**src/rtl/ghost_hit_monitor_if.sv**
```systemverilog
// Signal bundle between the game top level and ghost_hit_monitor:
// per-frame sprite positions in, damage/lives status out.
interface ghost_hit_monitor_if;
   logic       frame_tick;
   logic [9:0] y_x;
   logic [9:0] y_y;
   logic [9:0] g0_x;
   logic [9:0] g0_y;
   logic [9:0] g1_x;
   logic [9:0] g1_y;
   logic [9:0] g2_x;
   logic [9:0] g2_y;
   logic [2:0] ghost_en;
   logic       restart;
   logic [2:0] lives;
   logic       hit;
   logic [1:0] hit_id;
   logic       invincible;
   logic       flash;
   logic       game_over;

   modport master (
      output frame_tick, y_x, y_y, g0_x, g0_y, g1_x, g1_y, g2_x, g2_y, ghost_en, restart,
      input  lives, hit, hit_id, invincible, flash, game_over
   );

   modport slave (
      input  frame_tick, y_x, y_y, g0_x, g0_y, g1_x, g1_y, g2_x, g2_y, ghost_en, restart,
      output lives, hit, hit_id, invincible, flash, game_over
   );
endinterface

```
**src/rtl/ghost_hit_monitor.sv**
```systemverilog
// Yoshi/ghost contact detector and damage state machine.
// Once per frame the positions are snapshotted, the three ghosts are compared
// sequentially against Yoshi with a shrunken hitbox, and the damage FSM
// updates lives, invincibility, blink and game-over.
module ghost_hit_monitor #(
   parameter int SPR_W      = 16,
   parameter int HIT_MARGIN = 2,
   parameter int LIVES_INIT = 3,
   parameter int INV_FRAMES = 120
) (
   input  logic               clk,
   input  logic               reset_n,
   ghost_hit_monitor_if.slave bus
);

   localparam logic [10:0] LIM       = 11'(SPR_W - 2 * HIT_MARGIN);
   localparam logic [2:0]  LIVES_RST = 3'(LIVES_INIT);
   localparam logic [7:0]  INV_LOAD  = 8'(INV_FRAMES);

   typedef enum logic [2:0] {SC_IDLE, SC_CMP0, SC_CMP1, SC_CMP2, SC_DONE} sc_t;
   typedef enum logic [1:0] {PLAY, HIT, GAME_OVER} dm_t;

   sc_t        sc_state, sc_nx;
   dm_t        dm_state, dm_nx;
   logic [9:0] s_y_x, s_y_y, s_g0_x, s_g0_y, s_g1_x, s_g1_y, s_g2_x, s_g2_y;
   logic [2:0] s_en;
   logic       snap_en;
   logic       hit_any, hit_any_nx;
   logic [1:0] first_id, first_nx;
   logic       armed, armed_nx;
   logic [2:0] lives_q, lives_nx;
   logic [7:0] inv_q, inv_nx;
   logic       hit_q, hit_nx;
   logic [1:0] hit_id_q, hit_id_nx;
   logic [9:0] cx, cy;
   logic       cen;
   logic [1:0] cid;
   logic [10:0] dx, dy, adx, ady;
   logic       contact;

   // Select the ghost under comparison and evaluate the 11-bit overlap test
   always_comb begin
      cx  = s_g0_x;
      cy  = s_g0_y;
      cen = s_en[0];
      cid = 2'd0;
      case (sc_state)
         SC_CMP1: begin
            cx  = s_g1_x;
            cy  = s_g1_y;
            cen = s_en[1];
            cid = 2'd1;
         end
         SC_CMP2: begin
            cx  = s_g2_x;
            cy  = s_g2_y;
            cen = s_en[2];
            cid = 2'd2;
         end
         default: ;
      endcase
      dx      = {1'b0, cx} - {1'b0, s_y_x};
      dy      = {1'b0, cy} - {1'b0, s_y_y};
      adx     = dx[10] ? (~dx + 11'd1) : dx;
      ady     = dy[10] ? (~dy + 11'd1) : dy;
      contact = cen && (adx < LIM) && (ady < LIM);
   end

   // Next-state logic for scanner and damage FSMs
   always_comb begin
      sc_nx      = sc_state;
      dm_nx      = dm_state;
      snap_en    = 1'b0;
      hit_any_nx = hit_any;
      first_nx   = first_id;
      armed_nx   = armed;
      lives_nx   = lives_q;
      inv_nx     = inv_q;
      hit_nx     = 1'b0;
      hit_id_nx  = hit_id_q;

      case (sc_state)
         SC_IDLE: begin
            if (bus.frame_tick) begin
               sc_nx      = SC_CMP0;
               snap_en    = 1'b1;
               hit_any_nx = 1'b0;
               first_nx   = 2'd0;
               // A scan started outside PLAY never causes damage, even if the
               // invincibility window ends on this same tick.
               armed_nx   = (dm_state == PLAY);
            end
         end
         SC_CMP0: sc_nx = SC_CMP1;
         SC_CMP1: sc_nx = SC_CMP2;
         SC_CMP2: sc_nx = SC_DONE;
         SC_DONE: sc_nx = SC_IDLE;
         default: sc_nx = SC_IDLE;
      endcase

      if ((sc_state == SC_CMP0 || sc_state == SC_CMP1 || sc_state == SC_CMP2)
          && contact && !hit_any) begin
         hit_any_nx = 1'b1;
         first_nx   = cid;
      end

      case (dm_state)
         PLAY: begin
            if (sc_state == SC_DONE && armed && hit_any) begin
               hit_nx    = 1'b1;
               hit_id_nx = first_id;
               if (lives_q > 3'd1) begin
                  lives_nx = lives_q - 3'd1;
                  inv_nx   = INV_LOAD;
                  dm_nx    = HIT;
               end else begin
                  lives_nx = '0;
                  dm_nx    = GAME_OVER;
               end
            end
         end
         HIT: begin
            if (sc_state == SC_IDLE && bus.frame_tick) begin
               inv_nx = inv_q - 8'd1;
               if (inv_q == 8'd1) dm_nx = PLAY;
            end
         end
         GAME_OVER: begin
            if (bus.restart) begin
               lives_nx  = LIVES_RST;
               hit_id_nx = '0;
               dm_nx     = PLAY;
               sc_nx     = SC_IDLE;
               snap_en   = 1'b0;
            end
         end
         default: dm_nx = PLAY;
      endcase
   end

   // State, snapshot and output registers
   always_ff @(posedge clk or negedge reset_n) begin
      if (!reset_n) begin
         sc_state <= SC_IDLE;
         dm_state <= PLAY;
         s_y_x    <= '0;
         s_y_y    <= '0;
         s_g0_x   <= '0;
         s_g0_y   <= '0;
         s_g1_x   <= '0;
         s_g1_y   <= '0;
         s_g2_x   <= '0;
         s_g2_y   <= '0;
         s_en     <= '0;
         hit_any  <= 1'b0;
         first_id <= '0;
         armed    <= 1'b0;
         lives_q  <= LIVES_RST;
         inv_q    <= '0;
         hit_q    <= 1'b0;
         hit_id_q <= '0;
      end else begin
         sc_state <= sc_nx;
         dm_state <= dm_nx;
         if (snap_en) begin
            s_y_x  <= bus.y_x;
            s_y_y  <= bus.y_y;
            s_g0_x <= bus.g0_x;
            s_g0_y <= bus.g0_y;
            s_g1_x <= bus.g1_x;
            s_g1_y <= bus.g1_y;
            s_g2_x <= bus.g2_x;
            s_g2_y <= bus.g2_y;
            s_en   <= bus.ghost_en;
         end
         hit_any  <= hit_any_nx;
         first_id <= first_nx;
         armed    <= armed_nx;
         lives_q  <= lives_nx;
         inv_q    <= inv_nx;
         hit_q    <= hit_nx;
         hit_id_q <= hit_id_nx;
      end
   end

   assign bus.lives      = lives_q;
   assign bus.hit        = hit_q;
   assign bus.hit_id     = hit_id_q;
   assign bus.invincible = (dm_state == HIT);
   assign bus.flash      = (dm_state == HIT) & inv_q[3];
   assign bus.game_over  = (dm_state == GAME_OVER);

endmodule
```
**src/flat_wrapper.sv**
```systemverilog
// flat-port wrapper written by rule: the top's interface ports become plain ports
module ghost_hit_monitor_flat 
#(
   parameter int SPR_W      = 16,
   parameter int HIT_MARGIN = 2,
   parameter int LIVES_INIT = 3,
   parameter int INV_FRAMES = 120
)
  (clk, reset_n, bus_frame_tick, bus_y_x, bus_y_y, bus_g0_x, bus_g0_y, bus_g1_x, bus_g1_y, bus_g2_x, bus_g2_y, bus_ghost_en, bus_restart, bus_lives, bus_hit, bus_hit_id, bus_invincible, bus_flash, bus_game_over);
  ghost_hit_monitor_if bus_i ();
  input  logic clk;
  input  logic reset_n;
  input wire logic [$bits(bus_i.frame_tick)-1:0] bus_frame_tick;
  input wire logic [$bits(bus_i.y_x)-1:0] bus_y_x;
  input wire logic [$bits(bus_i.y_y)-1:0] bus_y_y;
  input wire logic [$bits(bus_i.g0_x)-1:0] bus_g0_x;
  input wire logic [$bits(bus_i.g0_y)-1:0] bus_g0_y;
  input wire logic [$bits(bus_i.g1_x)-1:0] bus_g1_x;
  input wire logic [$bits(bus_i.g1_y)-1:0] bus_g1_y;
  input wire logic [$bits(bus_i.g2_x)-1:0] bus_g2_x;
  input wire logic [$bits(bus_i.g2_y)-1:0] bus_g2_y;
  input wire logic [$bits(bus_i.ghost_en)-1:0] bus_ghost_en;
  input wire logic [$bits(bus_i.restart)-1:0] bus_restart;
  output wire logic [$bits(bus_i.lives)-1:0] bus_lives;
  output wire logic [$bits(bus_i.hit)-1:0] bus_hit;
  output wire logic [$bits(bus_i.hit_id)-1:0] bus_hit_id;
  output wire logic [$bits(bus_i.invincible)-1:0] bus_invincible;
  output wire logic [$bits(bus_i.flash)-1:0] bus_flash;
  output wire logic [$bits(bus_i.game_over)-1:0] bus_game_over;
  assign bus_i.frame_tick = bus_frame_tick;
  assign bus_i.y_x = bus_y_x;
  assign bus_i.y_y = bus_y_y;
  assign bus_i.g0_x = bus_g0_x;
  assign bus_i.g0_y = bus_g0_y;
  assign bus_i.g1_x = bus_g1_x;
  assign bus_i.g1_y = bus_g1_y;
  assign bus_i.g2_x = bus_g2_x;
  assign bus_i.g2_y = bus_g2_y;
  assign bus_i.ghost_en = bus_ghost_en;
  assign bus_i.restart = bus_restart;
  assign bus_lives = bus_i.lives;
  assign bus_hit = bus_i.hit;
  assign bus_hit_id = bus_i.hit_id;
  assign bus_invincible = bus_i.invincible;
  assign bus_flash = bus_i.flash;
  assign bus_game_over = bus_i.game_over;
  ghost_hit_monitor #(.SPR_W(SPR_W), .HIT_MARGIN(HIT_MARGIN), .LIVES_INIT(LIVES_INIT), .INV_FRAMES(INV_FRAMES)) u_core (.clk(clk), .reset_n(reset_n), .bus(bus_i));
endmodule
```
**config.mk**
```make
export PLATFORM = sky130hd
export DESIGN_NAME = ghost_hit_monitor_flat
export DESIGN_NICKNAME = d
export VERILOG_FILES = /design/src/rtl/ghost_hit_monitor_if.sv /design/src/rtl/ghost_hit_monitor.sv /design/src/flat_wrapper.sv
export SDC_FILE = /design/constraint.sdc
export NUM_CORES = 1
export LEC_CHECK = 0
export ABC_CLOCK_PERIOD_IN_PS = 4600
export BUFFER_PORTS_ARGS = -buffer_cell sky130_fd_sc_hd__clkbuf_2
export CAP_MARGIN = 10
export CORE_MARGIN = 5
export CORE_UTILIZATION = 44
export CTS_CLUSTER_DIAMETER = 60
export CTS_CLUSTER_SIZE = 14
export DETAILED_ROUTE_END_ITERATION = 16
export PLACE_DENSITY = 0.61
export SKIP_CTS_REPAIR_TIMING = 1
export SYNTH_ARGS = -nofsm -noshare
export SYNTH_HDL_FRONTEND = slang
export SYNTH_SLANG_ARGS = --single-unit
```
**constraint.sdc**
```tcl
create_clock -name clk -period 4.6 [get_ports clk]
set_input_delay 0.46 -clock clk [delete_from_list [all_inputs] [get_ports clk]]
set_output_delay 0.46 -clock clk [all_outputs]
set_load 0.1 [all_outputs]
```
## After elaboration in Yosys (flattened, before gate mapping)

Index checks and enable logic that the tools add are counted.

| operators by class | value |
|---|---|
| $add $sub $neg | 6 |
| $lt $le $gt $ge | 3 |
| equality and inequality tests | 12 |
| mux-type cells | 38 |
| bitwise gates (word level) | 3 |
| reduce and logical (&&, ||, !) cells | 21 |

Operators by type and width:

| operator | count |
|---|---|
| $pmux W10 S2 | 2 |
| $mux W8 | 3 |
| $add A11 B1 Y11 const B | 2 |
| $lt A11 B4 Y1 const B | 2 |
| $mux W11 | 2 |
| $not A11 Y11 | 2 |
| $sub A10 B10 Y11 | 2 |
| $mux W2 | 9 |
| $mux W3 | 6 |
| $pmux W8 S2 | 1 |
| $pmux W3 S4 | 1 |
| $mux W1 | 9 |
| $eq A8 B1 Y1 const B | 1 |
| $pmux W2 S2 | 2 |
| $reduce_and A4 Y1 | 2 |
| $reduce_bool A2 Y1 | 4 |
| $sub A8 B1 Y8 const B | 1 |
| $logic_and A1 B1 Y1 | 7 |
| $eq A3 B2 Y1 const B | 2 |
| $ne A2 B2 Y1 const B | 3 |
| $pmux W2 S3 | 1 |
| $pmux W3 S2 | 1 |
| $ne A2 B1 Y1 const B | 2 |
| $reduce_and A2 Y1 | 2 |
| 13 further kinds | 14 |

| storage, ports and cells | value |
|---|---|
| flip-flop bits (word level) | 106 |
| bits of input ports | 87 |
| output and inout port bits | 9 |
| logic and storage cells | 101 |

## Logic depth before layout (Yosys ltp)

Gate-level depths: netlist (run 1).

| logic depth | value |
|---|---|
| depth in word-level cells | 13 |
| gate-level depth with buffers | 16 |
| depth with buffers taken out | 14 |

## Worst setup path before layout (run 1)

OpenSTA, ideal clock, no wires.

| timing | value |
|---|---|
| kind | reg-to-reg |
| from | reg u_core.sc_state[0] |
| to | reg u_core.first_id[0] |
| arrival time | 4.058 ns |
| path slack | 0.463 ns |
| cell stages (with the launch flop) | 17 |
| buffers on the path | 2 |
| period minus slack after synthesis | 4.137 ns |
| cell sequence | dfrtp_1 > buf_6 > clkbuf_1 > mux2i_1 > nor2_1 > a21oi_1 > ha_1 > fa_1 > nor2b_4 > o2111a_2 > o31ai_4 > o311ai_1 > or4_4 > a2111oi_4 > nand4_2 > a2111oi_4 > mux2i_1 |

| on the way | value |
|---|---|
| longest elaborated chain between the ends | 13 |

RTL lines:

| item | line | text |
|---|---|---|
| start: declaration | ghost_hit_monitor.sv:23 | `sc_t sc_state, sc_nx;` |
| start signal: assignment | ghost_hit_monitor.sv:163 | `sc_state <= sc_nx;` |
| $eq A3 B2 Y1 | ghost_hit_monitor.sv:47, ghost_hit_monitor.sv:101 |  |
| $pmux W10 S2 | ghost_hit_monitor.sv:47 | `case (sc_state)` |
| $sub A10 B10 Y11 | ghost_hit_monitor.sv:62 | `dx = {1'b0, cx} - {1'b0, s_y_x};` |
| $not A11 Y11 | ghost_hit_monitor.sv:64 | `adx = dx[10] ? (~dx + 11'd1) : dx;` |
| $add A11 B1 Y11 | ghost_hit_monitor.sv:64 |  |
| $mux W11 | ghost_hit_monitor.sv:64 |  |
| $lt A11 B4 Y1 | ghost_hit_monitor.sv:66 | `contact = cen && (adx < LIM) && (ady < LIM);` |
| $logic_and A1 B1 Y1 (2 in series) | ghost_hit_monitor.sv:66 |  |
| $logic_and A1 B1 Y1 (2 in series) | ghost_hit_monitor.sv:102 | `&& contact && !hit_any) begin` |
| $reduce_bool A2 Y1 (no source line) | - |  |
| $reduce_and A2 Y1 (no source line) | - |  |
| end signal: assignment | ghost_hit_monitor.sv:177 | `first_id <= first_nx;` |
| end: declaration | ghost_hit_monitor.sv:29 | `logic [1:0] first_id, first_nx;` |

Several ways; a longest one is shown, not always the timed one.
A chain may end at the register's enable or synchronous reset.

## Final worst setup path (run 1)

| timing | value |
|---|---|
| from | reg u_core.sc_state[2] |
| to | reg u_core.first_id[1] |

The elaborated chain is that of the path after synthesis.

==> results of run 1 <==
==> per-stage QoR <==
stage | cell area [sq um] | std cells | setup WS (ps) | utilization | hold slack [ps]
2_1_floorplan | 6130 | 569 | 463 | - | 164
3_3_place_gp | 6750 | 825 | 519 | 0.490 | 466
3_5_place_dp | 6750 | 825 | 330 | 0.490 | 468
4_1_cts | 7020 | 841 | 327 | 0.510 | 212
5_1_grt | 7020 | 841 | 32.8 | 0.510 | 250
6_report | 7020 | 841 | 352 | 0.510 | 188
==> logic make-up (layout without fill, tap and decap cells) <==
kind of cell             Yosys count  after routing  share of synthesized area
AND/OR/NAND/NOR                  143            143                      0.124
AO/OA/AOI/OAI                    112            112                      0.127
multiplexers                     109            109                      0.195
flip-flops                       106            106                      0.433
buffers and inverters             57            149                     0.0417
adder cells (fa/ha/maj)           26             26                     0.0556
XOR/XNOR                          16             16                     0.0229
==> synthesized netlist by cell type (7+ instances only) <==
master / number
sky130_fd_sc_hd__nor2_1: 20
sky130_fd_sc_hd__ha_1: 24
sky130_fd_sc_hd__nand2_1: 48
sky130_fd_sc_hd__nand2b_1: 7
sky130_fd_sc_hd__clkbuf_1: 19
sky130_fd_sc_hd__a21o_1: 10
sky130_fd_sc_hd__xnor2_1: 12
sky130_fd_sc_hd__mux2i_1: 24
sky130_fd_sc_hd__inv_1: 32
sky130_fd_sc_hd__mux2_2: 85
sky130_fd_sc_hd__o21ai_0: 38
sky130_fd_sc_hd__a21oi_1: 21
sky130_fd_sc_hd__nor3_1: 9
sky130_fd_sc_hd__dfrtp_1: 104
sky130_fd_sc_hd__nand3_1: 11
==> area by class of cell <==
| type | instances | share of cell area |
|---|---|---|
| Multi-Input combinational cell | 406 | 0.459 |
| Inverter | 32 | 0.0171 |
| Clock inverter | 6 | 0.00659 |
| Sequential cell | 106 | 0.378 |
| Timing Repair Buffer | 101 | 0.0745 |
| Clock buffer | 10 | 0.0326 |
| Tap cell | 180 | 0.0321 |
==> final timing paths <==
check / from / endpoint / slack, ps / cells after the start
setup / recovery: u_core.sc_state[2] / u_core.first_id[1] / 350 / 15
hold reg to reg: u_core.armed / u_core.armed / 490 / 2
setup reg to reg: u_core.sc_state[2] / u_core.first_id[1] / 350 / 15
hold / removal: reset_n / u_core.s_g1_y[6] / 190 / 1
min in group clk: bus_y_x[0] / u_core.s_y_x[0] / 330 / 2
max in group asynchronous: reset_n / u_core.s_y_x[1] / 3320 / 2
==> state kept, by name, summed over array words and instances (netlist names) <==
name and cells:
u_core.hit_any 1, u_core.sc_state 3, u_core.bus.hit_id 2, u_core.s_g1_x 10, u_core.first_id 2, u_core.bus.lives 3
u_core.dm_state 2, u_core.s_g0_y 10, u_core.s_g2_y 10, u_core.s_y_x 10, u_core.s_g0_x 10, u_core.inv_q 8
u_core.s_en 3, u_core.bus.hit 1, u_core.s_g2_x 10, u_core.armed 1, u_core.s_g1_y 10, u_core.s_y_y 10
==> placed cells by master, fill, tap and decap left out, types with 10 or more instances in the layout <==
cell type | synthesis | routed
sky130_fd_sc_hd__xnor2_1 | 12 | 12
sky130_fd_sc_hd__inv_1 | 32 | 32
sky130_fd_sc_hd__dfrtp_1 | 104 | 104
sky130_fd_sc_hd__o21ai_0 | 38 | 38
sky130_fd_sc_hd__mux2_2 | 85 | 85
sky130_fd_sc_hd__a21oi_1 | 21 | 21
sky130_fd_sc_hd__nor2_1 | 20 | 20
sky130_fd_sc_hd__mux2i_1 | 24 | 24
sky130_fd_sc_hd__nand3_1 | 11 | 11
sky130_fd_sc_hd__clkbuf_2 | 0 | 94
sky130_fd_sc_hd__nand2_1 | 48 | 48
sky130_fd_sc_hd__a21o_1 | 10 | 10
sky130_fd_sc_hd__ha_1 | 24 | 24
==> worst reg2reg max path, cell delays in order, from the launching register on <==
cell and delay (ps):
sky130_fd_sc_hd__dfrtp_1 440, sky130_fd_sc_hd__nand2b_1 140, sky130_fd_sc_hd__buf_4 340, sky130_fd_sc_hd__nor2_1 110, sky130_fd_sc_hd__a21oi_1 130, sky130_fd_sc_hd__ha_1 200, sky130_fd_sc_hd__fa_1 290, sky130_fd_sc_hd__nor2b_4 60
sky130_fd_sc_hd__o2111a_2 300, sky130_fd_sc_hd__o31ai_4 310, sky130_fd_sc_hd__o311ai_1 190, sky130_fd_sc_hd__or4_4 560, sky130_fd_sc_hd__a2111oi_4 320, sky130_fd_sc_hd__nand4_2 160, sky130_fd_sc_hd__a2111oi_4 400, sky130_fd_sc_hd__mux2i_1 230
==> routing by layer <==
| layer | wire length [microns] | share of wire |
|---|---|---|
| met1 | 6270 | 0.45 |
| met2 | 7100 | 0.51 |
| met3 | 590 | 0.042 |
| met4 | 99 | 0.0070 |
| met5 | 0 | 0 |
==> qor.json, run 1 <==
{
  "max-slew-margin-rel": {"value": 0.251},
  "drt_pre_antenna_iters": {"value": 4},
  "async_flop_share": {"value": 1.00},
  "finalWorstPathRequiredPeriod": {"value": 4250, "unit": "ps"},
  "die_h": {"value": 128, "unit": "microns"},
  "antenna_cells_inserted": {"value": 0},
  "critical_path.max_stage_delay": {"value": 560, "unit": "ps"},
  "synthesis.instances": {"value": 569},
  "fmaxAchievable": {"value": 0.235, "unit": "GHz"},
  "hold_violation_total_from_the_final_report": {"value": 0},
  "syn_nets": {"value": 682},
  "timing.critical_path.slowest_stage_cell": {"value": "sky130_fd_sc_hd__or4_4"},
  "core_area": {"value": 13800, "unit": "sq um"},
  "starting_utilization_of_the_core_area": {"value": 0.445},
  "grt_antenna_before_repair": {"value": 0},
  "grt_usage": {"value": 0.179},
  "global_route.overflow_total": {"value": 0},
  "worstSetupStartpointType": {"value": "flop"},
  "dp.final_hpwl": {"value": 10800, "unit": "microns"},
  "clkTransAtPathRegs": {"value": 70, "unit": "ps"},
  "worstSkewPairLatency": {"value": 350, "unit": "ps"},
  "worstMarginPinSlew": {"value": 1120, "unit": "ps"},
  "ctsHtreeMaxLevel": {"value": 3},
  "port_buffers": {"value": 95},
  "setup.worst_path.class": {"value": "reg2reg"},
  "layout-drive-gt1-share": {"value": 0.340},
  "postSynthRegisterBits": {"value": 106},
  "cts_num_sinks": {"value": 106},
  "final.setup.tns": {"value": 0, "unit": "ps"},
  "global_route.usage.met1": {"value": 0.240},
  "via_count": {"value": 4512},
  "vias_per_std_cell": {"value": 5.37},
  "clock_tree_from_tritoncts": {"value": "done"},
  "grt_max_degree": {"value": 84},
  "synth-seq-area-share": {"value": 0.433},
  "multiInputGateArea": {"value": 3220, "unit": "sq um"},
  "worst_case_clock_skew": {"value": 8.11, "unit": "ps"},
  "synth.top_cells.by_area": {"value": "sky130_fd_sc_hd__dfrtp_1 (42%), sky130_fd_sc_hd__mux2_2 (16%), sky130_fd_sc_hd__ha_1 (4.9%)"},
  "final_slew_viol_count": {"value": 0},
  "clockBufferDepth": {"value": 2},
  "layout-area-overhead-vs-synth": {"value": 14.6, "unit": "%"},
  "synth.distinct_cells": {"value": 63},
  "worstPathRequired": {"value": 4880, "unit": "ps"},
  "cp_num_buf_inv": {"value": 1},
  "finish.net_count": {"value": 769},
  "groute.layer.met2.usage": {"value": 0.293},
  "synth_top_flop_cell": {"value": "sky130_fd_sc_hd__dfrtp_1"},
  "ant_nets": {"value": 0},
  "setup-violations-final": {"value": 0},
  "gpl.final_weighted_congestion": {"value": 0.892},
  "path_delay_family": {"value": "compound AO/OA/AOI/OAI gates"},
  "rows": {"value": 43},
  "cp_max_fanout": {"value": 41},
  "status": {"value": "complete, no violations"},
  "use_met3": {"value": 0.0454},
  "arrival": {"value": 4530, "unit": "ps"},
  "detail_route.wirelength": {"value": 14100, "unit": "microns"},
  "post-route-period-util": {"value": 0.924},
  "fillers": {"value": 1311},
  "via_count_of_the_first_global_routing_pass": {"value": 4603},
  "synth-edff-count": {"value": 0},
  "grt_first_pass_wirelength": {"value": 23200, "unit": "microns"},
  "synth_area_leader_cell": {"value": "sky130_fd_sc_hd__dfrtp_1"},
  "clk_root_buffer_cell": {"value": "sky130_fd_sc_hd__clkbuf_16"},
  "grt.busiest_layer": {"value": "met2"},
  "detail_route.wl_per_cell": {"value": 16.7, "unit": "microns"},
  "die_w": {"value": 128, "unit": "microns"},
  "timing.critical_path.cells": {"value": "nand2b_1, buf_4, nor2_1, a21oi_1, ha_1, fa_1, nor2b_4, o2111a_2, o31ai_4, o311ai_1, or4_4, a2111oi_4, nand4_2, a2111oi_4, mux2i_1"},
  "seqCellArea": {"value": 2660, "unit": "sq um"},
  "worst_path_most_repeated_cell": {"value": "sky130_fd_sc_hd__a2111oi_4"},
  "timing.hold.worst.class": {"value": "in2async"},
  "synth-warning-count": {"value": 0},
  "pin_count": {"value": 96},
  "timing.critical_path.to_type": {"value": "flop"},
  "drc_errors": {"value": 0},
  "syn_avg_cell_area": {"value": 10.8, "unit": "sq um"},
  "dieArea": {"value": 16400, "unit": "sq um"},
  "synthesis.area": {"value": 6130, "unit": "sq um"},
  "drt_iter0_markers": {"value": 255},
  "numCtsBuffers": {"value": 9},
  "synth.top_cell.area_share": {"value": 0.425},
  "drv.max_cap_violation_count": {"value": 0},
  "grt_setup_unrepaired": {"value": "false"}
}
Power of run 1 is not shown: default switching activity piles up to over one toggle a cycle in this logic, so the estimate is an artifact.
==> inputs of run 2 (changes only) <==
- CELL_PAD_IN_SITES_DETAIL_PLACEMENT: unset -> 0
- CELL_PAD_IN_SITES_GLOBAL_PLACEMENT: unset -> 2
- CORE_UTILIZATION: 44 -> 37
- PLACE_DENSITY: 0.61 -> 0.77
==> run 2 against run 1 <==
- hold slack improved by 97 ps
- critical endpoint is now u_core.first_id[0]
- core utilization decreased by 7.4 points
- first-iteration DRC count down 4.7%
- global-route usage shrank 2.4 points
==> qor.json, run 2 (synthesis results as in run 1) <==
{
  "antenna_cells_inserted": {"value": 0, "change": "unchanged"},
  "port_buffers": {"value": 95, "change": "unchanged"},
  "grt_first_pass_wirelength": {"value": 24100, "unit": "microns", "change": "was 23200 microns"},
  "numCtsBuffers": {"value": 9, "change": "unchanged"},
  "core_area": {"value": 16400, "unit": "sq um", "change": "was 13800 sq um"},
  "setup.worst_path.class": {"value": "reg2reg", "change": "unchanged"},
  "dpl_cell_area": {"value": 6810, "unit": "sq um", "change": "was 6750 sq um"},
  "drt_iter0_markers": {"value": 243, "change": "was 255"},
  "r2r.worst_path.cells": {"value": 15, "change": "unchanged"},
  "timing.critical_path.slowest_stage_cell": {"value": "sky130_fd_sc_hd__a2111oi_4", "change": "was sky130_fd_sc_hd__or4_4"},
  "dp.final_hpwl": {"value": 11200, "unit": "microns", "change": "was 10800 microns"},
  "final_slew_viol_count": {"value": 0, "change": "unchanged"},
  "setup-violations-final": {"value": 0, "change": "unchanged"},
  "ant_nets": {"value": 0, "change": "unchanged"},
  "cts_num_sinks": {"value": 106, "change": "unchanged"},
  "dieArea": {"value": 19200, "unit": "sq um", "change": "was 16400 sq um"},
  "regToRegSetupSlack": {"value": 340, "unit": "ps", "change": "was 350 ps"},
  "grt_max_degree": {"value": 81, "change": "was 84"},
  "die_w": {"value": 139, "unit": "microns", "change": "was 128 microns"},
  "grt_antenna_before_repair": {"value": 0, "change": "unchanged"},
  "hold_violation_total_from_the_final_report": {"value": 0, "change": "unchanged"},
  "max-slew-margin-rel": {"value": 0.309, "change": "was 0.251"},
  "clockBufferDepth": {"value": 2, "change": "unchanged"},
  "rows": {"value": 47, "change": "was 43"},
  "clk_root_buffer_cell": {"value": "sky130_fd_sc_hd__clkbuf_16", "change": "unchanged"},
  "finalWorstPathRequiredPeriod": {"value": 4260, "unit": "ps", "change": "was 4250 ps"},
  "via_count": {"value": 4472, "change": "was 4512"},
  "mostFrequentLayoutCells": {"value": "sky130_fd_sc_hd__dfrtp_1 (103), sky130_fd_sc_hd__clkbuf_2 (94), sky130_fd_sc_hd__mux2_2 (85)", "change": "was sky130_fd_sc_hd__dfrtp_1 (104), sky130_fd_sc_hd__clkbuf_2 (94), sky130_fd_sc_hd__mux2_2 (85)"},
  "timing.critical_path.to_type": {"value": "flop", "change": "unchanged"},
  "gpl.final_weighted_congestion": {"value": 0.810, "change": "was 0.892"},
  "finish.net_count": {"value": 771, "change": "was 769"},
  "drc_errors": {"value": 0, "change": "unchanged"},
  "timing.hold.worst.class": {"value": "in2async", "change": "unchanged"},
  "arrival": {"value": 4540, "unit": "ps", "change": "was 4530 ps"},
  "critical_path.max_stage_delay": {"value": 460, "unit": "ps", "change": "was 560 ps"},
  "worstSkewPairLatency": {"value": 360, "unit": "ps", "change": "was 350 ps"},
  "stdcell_area": {"value": 7150, "unit": "sq um", "change": "was 7020 sq um"},
  "clkTransAtPathRegs": {"value": 80, "unit": "ps", "change": "was 70 ps"},
  "worstMarginPinSlew": {"value": 1040, "unit": "ps", "change": "was 1120 ps"},
  "worstPathRequired": {"value": 4880, "unit": "ps", "change": "about the same"},
  "status": {"value": "complete, no violations", "change": "unchanged"},
  "final.setup.tns": {"value": 0, "unit": "ps", "change": "unchanged"},
  "regToRegStartpoint": {"value": "u_core.sc_state[2]", "change": "unchanged"},
  "worst_case_clock_skew": {"value": 7.59, "unit": "ps", "change": "was 8.11 ps"},
  "drt_pre_antenna_iters": {"value": 4, "change": "unchanged"},
  "global_route.overflow_total": {"value": 0, "change": "unchanged"},
  "pin_count": {"value": 96, "change": "unchanged"},
  "detail_route.wl_per_cell": {"value": 16.5, "unit": "microns", "change": "was 16.7 microns"},
  "starting_utilization_of_the_core_area": {"value": 0.373, "change": "was 0.445"},
  "grt_usage": {"value": 0.155, "change": "was 0.179"},
  "layout-area-overhead-vs-synth": {"value": 16.7, "unit": "%", "change": "was 14.6%"},
  "detail_route.wirelength": {"value": 14600, "unit": "microns", "change": "was 14100 microns"},
  "timing.critical_path.cells": {"value": "nand2b_2, buf_4, nor2_1, a21oi_1, ha_1, fa_1, nor2b_1, o31a_1, o2111ai_1, nand3_1, a31oi_1, mux2_2, a21o_2, a2111oi_4, mux2i_1", "change": "was nand2b_1, buf_4, nor2_1, a21oi_1, ha_1, fa_1, nor2b_4, o2111a_2, o31ai_4, o311ai_1, or4_4, a2111oi_4, nand4_2, a2111oi_4, mux2i_1"},
  "cp_max_fanout": {"value": 21, "change": "was 41"},
  "layout-drive-gt1-share": {"value": 0.347, "change": "was 0.340"},
  "post-route-period-util": {"value": 0.927, "change": "was 0.924"},
  "grt_setup_unrepaired": {"value": "false", "change": "unchanged"},
  "clock_tree_from_tritoncts": {"value": "done", "change": "unchanged"},
  "via_count_of_the_first_global_routing_pass": {"value": 4603, "change": "unchanged"},
  "layout.cells.most_common": {"value": "sky130_fd_sc_hd__dfrtp_1", "change": "unchanged"},
  "ctsHtreeMaxLevel": {"value": 3, "change": "unchanged"},
  "reg2reg_to": {"value": "u_core.first_id[0]", "change": "was u_core.first_id[1]"},
  "worstSetupStartpointType": {"value": "flop", "change": "unchanged"},
  "die_h": {"value": 139, "unit": "microns", "change": "was 128 microns"},
  "fmaxAchievable": {"value": 0.235, "unit": "GHz", "change": "about the same"},
  "drv.max_cap_violation_count": {"value": 0, "change": "unchanged"},
  "vias_per_std_cell": {"value": 5.06, "change": "was 5.37"}
}
-- run 2: final cells by class --
cell class	instances	area, sq um
tap	220	275
sequential	106	2660
multi-input combinational	406	3230
timing repair buffer	103	538
clock inverter	6	96.3
clock buffer	10	239
fill	1608	9260
inverter	32	120
-- run 2: how the worst max path moves through the flow --
stage,startpoint,to,slack [ps],cells after the start
floorplan,u_core.sc_state[0],u_core.first_id[0],460,16
global placement,u_core.sc_state[2],u_core.first_id[1],310,15
detailed placement,u_core.sc_state[2],u_core.first_id[1],150,15
CTS,u_core.sc_state[2],u_core.first_id[0],110,15
global route,u_core.sc_state[2],u_core.first_id[0],30,15
finish,u_core.sc_state[2],u_core.first_id[0],340,15
-- run 2: worst max-delay path, delay by kind of cell (launching register included) --
| family | cells | cell delay [ps] |
|---|---|---|
| AO/OA/AOI/OAI | 6 | 1730 |
| multiplexers | 2 | 620 |
| buffers and inverters | 1 | 290 |
| flip-flops | 1 | 450 |
| adder cells (fa/ha/maj) | 2 | 430 |
| AND/OR/NAND/NOR | 4 | 670 |
-- run 2: metrics by stage --
step | std cells | util | setup slack, ps | hold WS, ps
2_1_floorplan | 569 | - | 463 | 164
4_1_cts | 883 | 0.436 | 109 | 316
5_1_grt | 883 | 0.436 | 27.8 | 323
3_5_place_dp | 867 | 0.415 | 147 | 474
3_3_place_gp | 867 | 0.415 | 311 | 473
6_report | 883 | 0.436 | 336 | 285
-- run 2: per-layer routing --
layer / wire [microns] / GRT usage
met4: 223 / 0.0525
met5: 0 / 0
met2: 6210 / 0.221
met1: 7610 / 0.241
met3: 540 / 0.0190
Power of run 2 is left out for the same reason.
==> inputs of run 3 (changes only) <==
- ABC_CLOCK_PERIOD_IN_PS: 4600 -> 5200
- CORE_UTILIZATION: 37 -> 40
- PLACE_DENSITY: 0.77 -> 0.83
- clock period: 4.6 -> 5.2 ns (I/O delays scaled with it)
==> run 3 against run 2 <==
- via count is 1.1% higher
- critical path depth stayed put
- worst setup slack better by 370 ps
- register-to-register slack better by 370 ps
- clock skew is 2.6 ps higher
- core utilization is 3.4 points higher
- maximum frequency is 5.2% lower
- sequential share of layout area is 0.30 points higher
- count of clock-buffer cells in the layout is 1 lower
- critical endpoint is now u_core.first_id[1]
- largest cell class unchanged
==> qor.json, run 3 (synthesis results as in run 1) <==
{
  "global_route.usage.met1": {"value": 0.244, "change": "was 0.241"},
  "crit_path_start": {"value": "u_core.sc_state[2]", "change": "unchanged"},
  "rows": {"value": 45, "change": "was 47"},
  "worst_setup_path_endpoint": {"value": "u_core.first_id[1]", "change": "was u_core.first_id[0]"},
  "worstSkewPairLatency": {"value": 350, "unit": "ps", "change": "was 360 ps"},
  "dp.final_hpwl": {"value": 11000, "unit": "microns", "change": "was 11200 microns"},
  "drc_errors": {"value": 0, "change": "unchanged"},
  "r2r.worst_path.cells": {"value": 15, "change": "unchanged"},
  "timing.critical_path.slowest_stage_cell": {"value": "sky130_fd_sc_hd__nand2b_1", "change": "was sky130_fd_sc_hd__a2111oi_4"},
  "use_met3": {"value": 0.0321, "change": "was 0.0190"},
  "critical_path.max_stage_delay": {"value": 590, "unit": "ps", "change": "was 460 ps"},
  "core_area": {"value": 15100, "unit": "sq um", "change": "was 16400 sq um"},
  "cell_count_post_placement": {"value": 833, "change": "was 867"},
  "ant_nets": {"value": 0, "change": "unchanged"},
  "groute.layer.met2.usage": {"value": 0.232, "change": "was 0.221"},
  "worstMarginPinSlew": {"value": 795, "unit": "ps", "change": "was 1040 ps"},
  "regToRegStartpoint": {"value": "u_core.sc_state[2]", "change": "unchanged"},
  "post-route-period-util": {"value": 0.865, "change": "was 0.927"},
  "layout.cells.most_common": {"value": "sky130_fd_sc_hd__dfrtp_1", "change": "unchanged"},
  "worstSetupStartpointType": {"value": "flop", "change": "unchanged"},
  "grt_setup_unrepaired": {"value": "false", "change": "unchanged"},
  "cp_num_buf_inv": {"value": 1, "change": "unchanged"},
  "clockBufferDepth": {"value": 2, "change": "unchanged"},
  "path_delay_family": {"value": "compound AO/OA/AOI/OAI gates", "change": "unchanged"},
  "vias_per_std_cell": {"value": 5.33, "change": "was 5.06"},
  "ctsHtreeMaxLevel": {"value": 3, "change": "unchanged"},
  "cp_max_fanout": {"value": 21, "change": "unchanged"},
  "gpl.final_weighted_congestion": {"value": 0.787, "change": "was 0.810"},
  "seqCellArea": {"value": 2660, "unit": "sq um", "change": "about the same"},
  "drt_iter0_markers": {"value": 246, "change": "was 243"},
  "layout-drive-gt1-share": {"value": 0.342, "change": "was 0.347"},
  "starting_utilization_of_the_core_area": {"value": 0.406, "change": "was 0.373"},
  "clk_root_buffer_cell": {"value": "sky130_fd_sc_hd__clkbuf_16", "change": "unchanged"},
  "layout-area-overhead-vs-synth": {"value": 15.7, "unit": "%", "change": "was 16.7%"},
  "grt_usage": {"value": 0.162, "change": "was 0.155"},
  "drv.max_cap_violation_count": {"value": 0, "change": "unchanged"},
  "numCtsBuffers": {"value": 9, "change": "unchanged"},
  "timing.critical_path.to_type": {"value": "flop", "change": "unchanged"},
  "grt_first_pass_wirelength": {"value": 22900, "unit": "microns", "change": "was 24100 microns"},
  "finalWorstPathRequiredPeriod": {"value": 4500, "unit": "ps", "change": "was 4260 ps"},
  "timing.critical_path.cells": {"value": "nand2b_1, buf_4, nor2_1, a21oi_1, ha_1, fa_1, nor2b_1, o31a_1, o2111ai_1, nand3_1, a31oi_1, mux2_2, a21o_2, a2111oi_4, mux2i_1", "change": "was nand2b_2, buf_4, nor2_1, a21oi_1, ha_1, fa_1, nor2b_1, o31a_1, o2111ai_1, nand3_1, a31oi_1, mux2_2, a21o_2, a2111oi_4, mux2i_1"},
  "port_buffers": {"value": 95, "change": "unchanged"},
  "cts_num_sinks": {"value": 106, "change": "unchanged"},
  "global_route.overflow_total": {"value": 0, "change": "unchanged"},
  "worstPathRequired": {"value": 5470, "unit": "ps", "change": "was 4880 ps"},
  "antenna_cells_inserted": {"value": 0, "change": "unchanged"},
  "finish.cell_count_without_fillers": {"value": 849, "change": "was 883"},
  "finish.net_count": {"value": 769, "change": "was 771"},
  "pin_count": {"value": 96, "change": "unchanged"},
  "worst_case_clock_skew": {"value": 10.2, "unit": "ps", "change": "was 7.59 ps"},
  "grt_max_degree": {"value": 60, "change": "was 81"},
  "regToRegSetupSlack": {"value": 700, "unit": "ps", "change": "was 340 ps"},
  "grt.busiest_layer": {"value": "met1", "change": "unchanged"},
  "grt_antenna_before_repair": {"value": 0, "change": "unchanged"},
  "detail_route.wl_per_cell": {"value": 16.9, "unit": "microns", "change": "was 16.5 microns"},
  "fillers": {"value": 1431, "change": "was 1608"},
  "setup-violations-final": {"value": 0, "change": "unchanged"},
  "timing.hold.worst.class": {"value": "in2async", "change": "unchanged"},
  "drt_pre_antenna_iters": {"value": 4, "change": "unchanged"},
  "hold_violation_total_from_the_final_report": {"value": 0, "change": "unchanged"},
  "clock_tree_from_tritoncts": {"value": "done", "change": "unchanged"},
  "via_count_of_the_first_global_routing_pass": {"value": 4470, "change": "was 4603"},
  "die_w": {"value": 134, "unit": "microns", "change": "was 139 microns"},
  "reg2reg_to": {"value": "u_core.first_id[1]", "change": "was u_core.first_id[0]"},
  "fmaxAchievable": {"value": 0.222, "unit": "GHz", "change": "was 0.235 GHz"},
  "via_count": {"value": 4521, "change": "was 4472"},
  "setup.worst_path.class": {"value": "reg2reg", "change": "unchanged"},
  "status": {"value": "complete, no violations", "change": "unchanged"},
  "final.setup.tns": {"value": 0, "unit": "ps", "change": "unchanged"},
  "mostFrequentLayoutCells": {"value": "sky130_fd_sc_hd__dfrtp_1 (104), sky130_fd_sc_hd__clkbuf_2 (94), sky130_fd_sc_hd__mux2_2 (85)", "change": "was sky130_fd_sc_hd__dfrtp_1 (103), sky130_fd_sc_hd__clkbuf_2 (94), sky130_fd_sc_hd__mux2_2 (85)"},
  "clkTransAtPathRegs": {"value": 80, "unit": "ps", "change": "about the same"},
  "critical_path_depth": {"value": 15, "change": "unchanged"},
  "multiInputGateArea": {"value": 3220, "unit": "sq um", "change": "was 3230 sq um"},
  "detail_route.wirelength": {"value": 14300, "unit": "microns", "change": "was 14600 microns"},
  "dieArea": {"value": 17900, "unit": "sq um", "change": "was 19200 sq um"},
  "die_h": {"value": 134, "unit": "microns", "change": "was 139 microns"},
  "arrival": {"value": 4770, "unit": "ps", "change": "was 4540 ps"},
  "final_slew_viol_count": {"value": 0, "change": "unchanged"},
  "max-slew-margin-rel": {"value": 0.470, "change": "was 0.309"}
}
[run 3: area by class of cell]
type                            instances  share of cell area
Clock buffer                            9              0.0318
Clock inverter                          7              0.0152
Inverter                               32              0.0169
Multi-Input combinational cell        406               0.455
Sequential cell                       106               0.375
Tap cell                              188              0.0332
Timing Repair Buffer                  101              0.0738
[run 3: worst min path at each step]
stage | startpoint | endpoint | slack [ps] | depth (start not counted)
3_5_place_dp | u_core.armed | u_core.armed | 480 | 2
5_1_grt | reset_n | u_core.s_g2_x[6] | 240 | 1
6_report | reset_n | u_core.s_g2_x[6] | 180 | 1
4_1_cts | reset_n | u_core.s_g2_x[6] | 190 | 1
3_3_place_gp | u_core.armed | u_core.armed | 470 | 2
2_1_floorplan | reset_n | u_core.armed | 220 | 0
[run 3: metrics by stage]
stage | hold WS, ps | setup WS (ps) | util | cell area [sq um]
floorplan | 224 | 1060 | - | 6130
global placement | 469 | 925 | 0.448 | 6760
detailed placement | 482 | 731 | 0.448 | 6760
CTS | 191 | 697 | 0.470 | 7090
global route | 238 | 325 | 0.470 | 7090
finish | 182 | 703 | 0.470 | 7090
[run 3: layer usage]
| layer | vias to the layer above | wire length (microns) | part of all wire |
|---|---|---|---|
| li1 | 2233 | - | - |
| met1 | 2177 | 7330 | 0.51 |
| met5 | - | 0 | 0 |
| met3 | 12 | 520 | 0.036 |
| met4 | 0 | 197 | 0.014 |
| met2 | 99 | 6260 | 0.44 |
Power of run 3 is left out for the same reason.
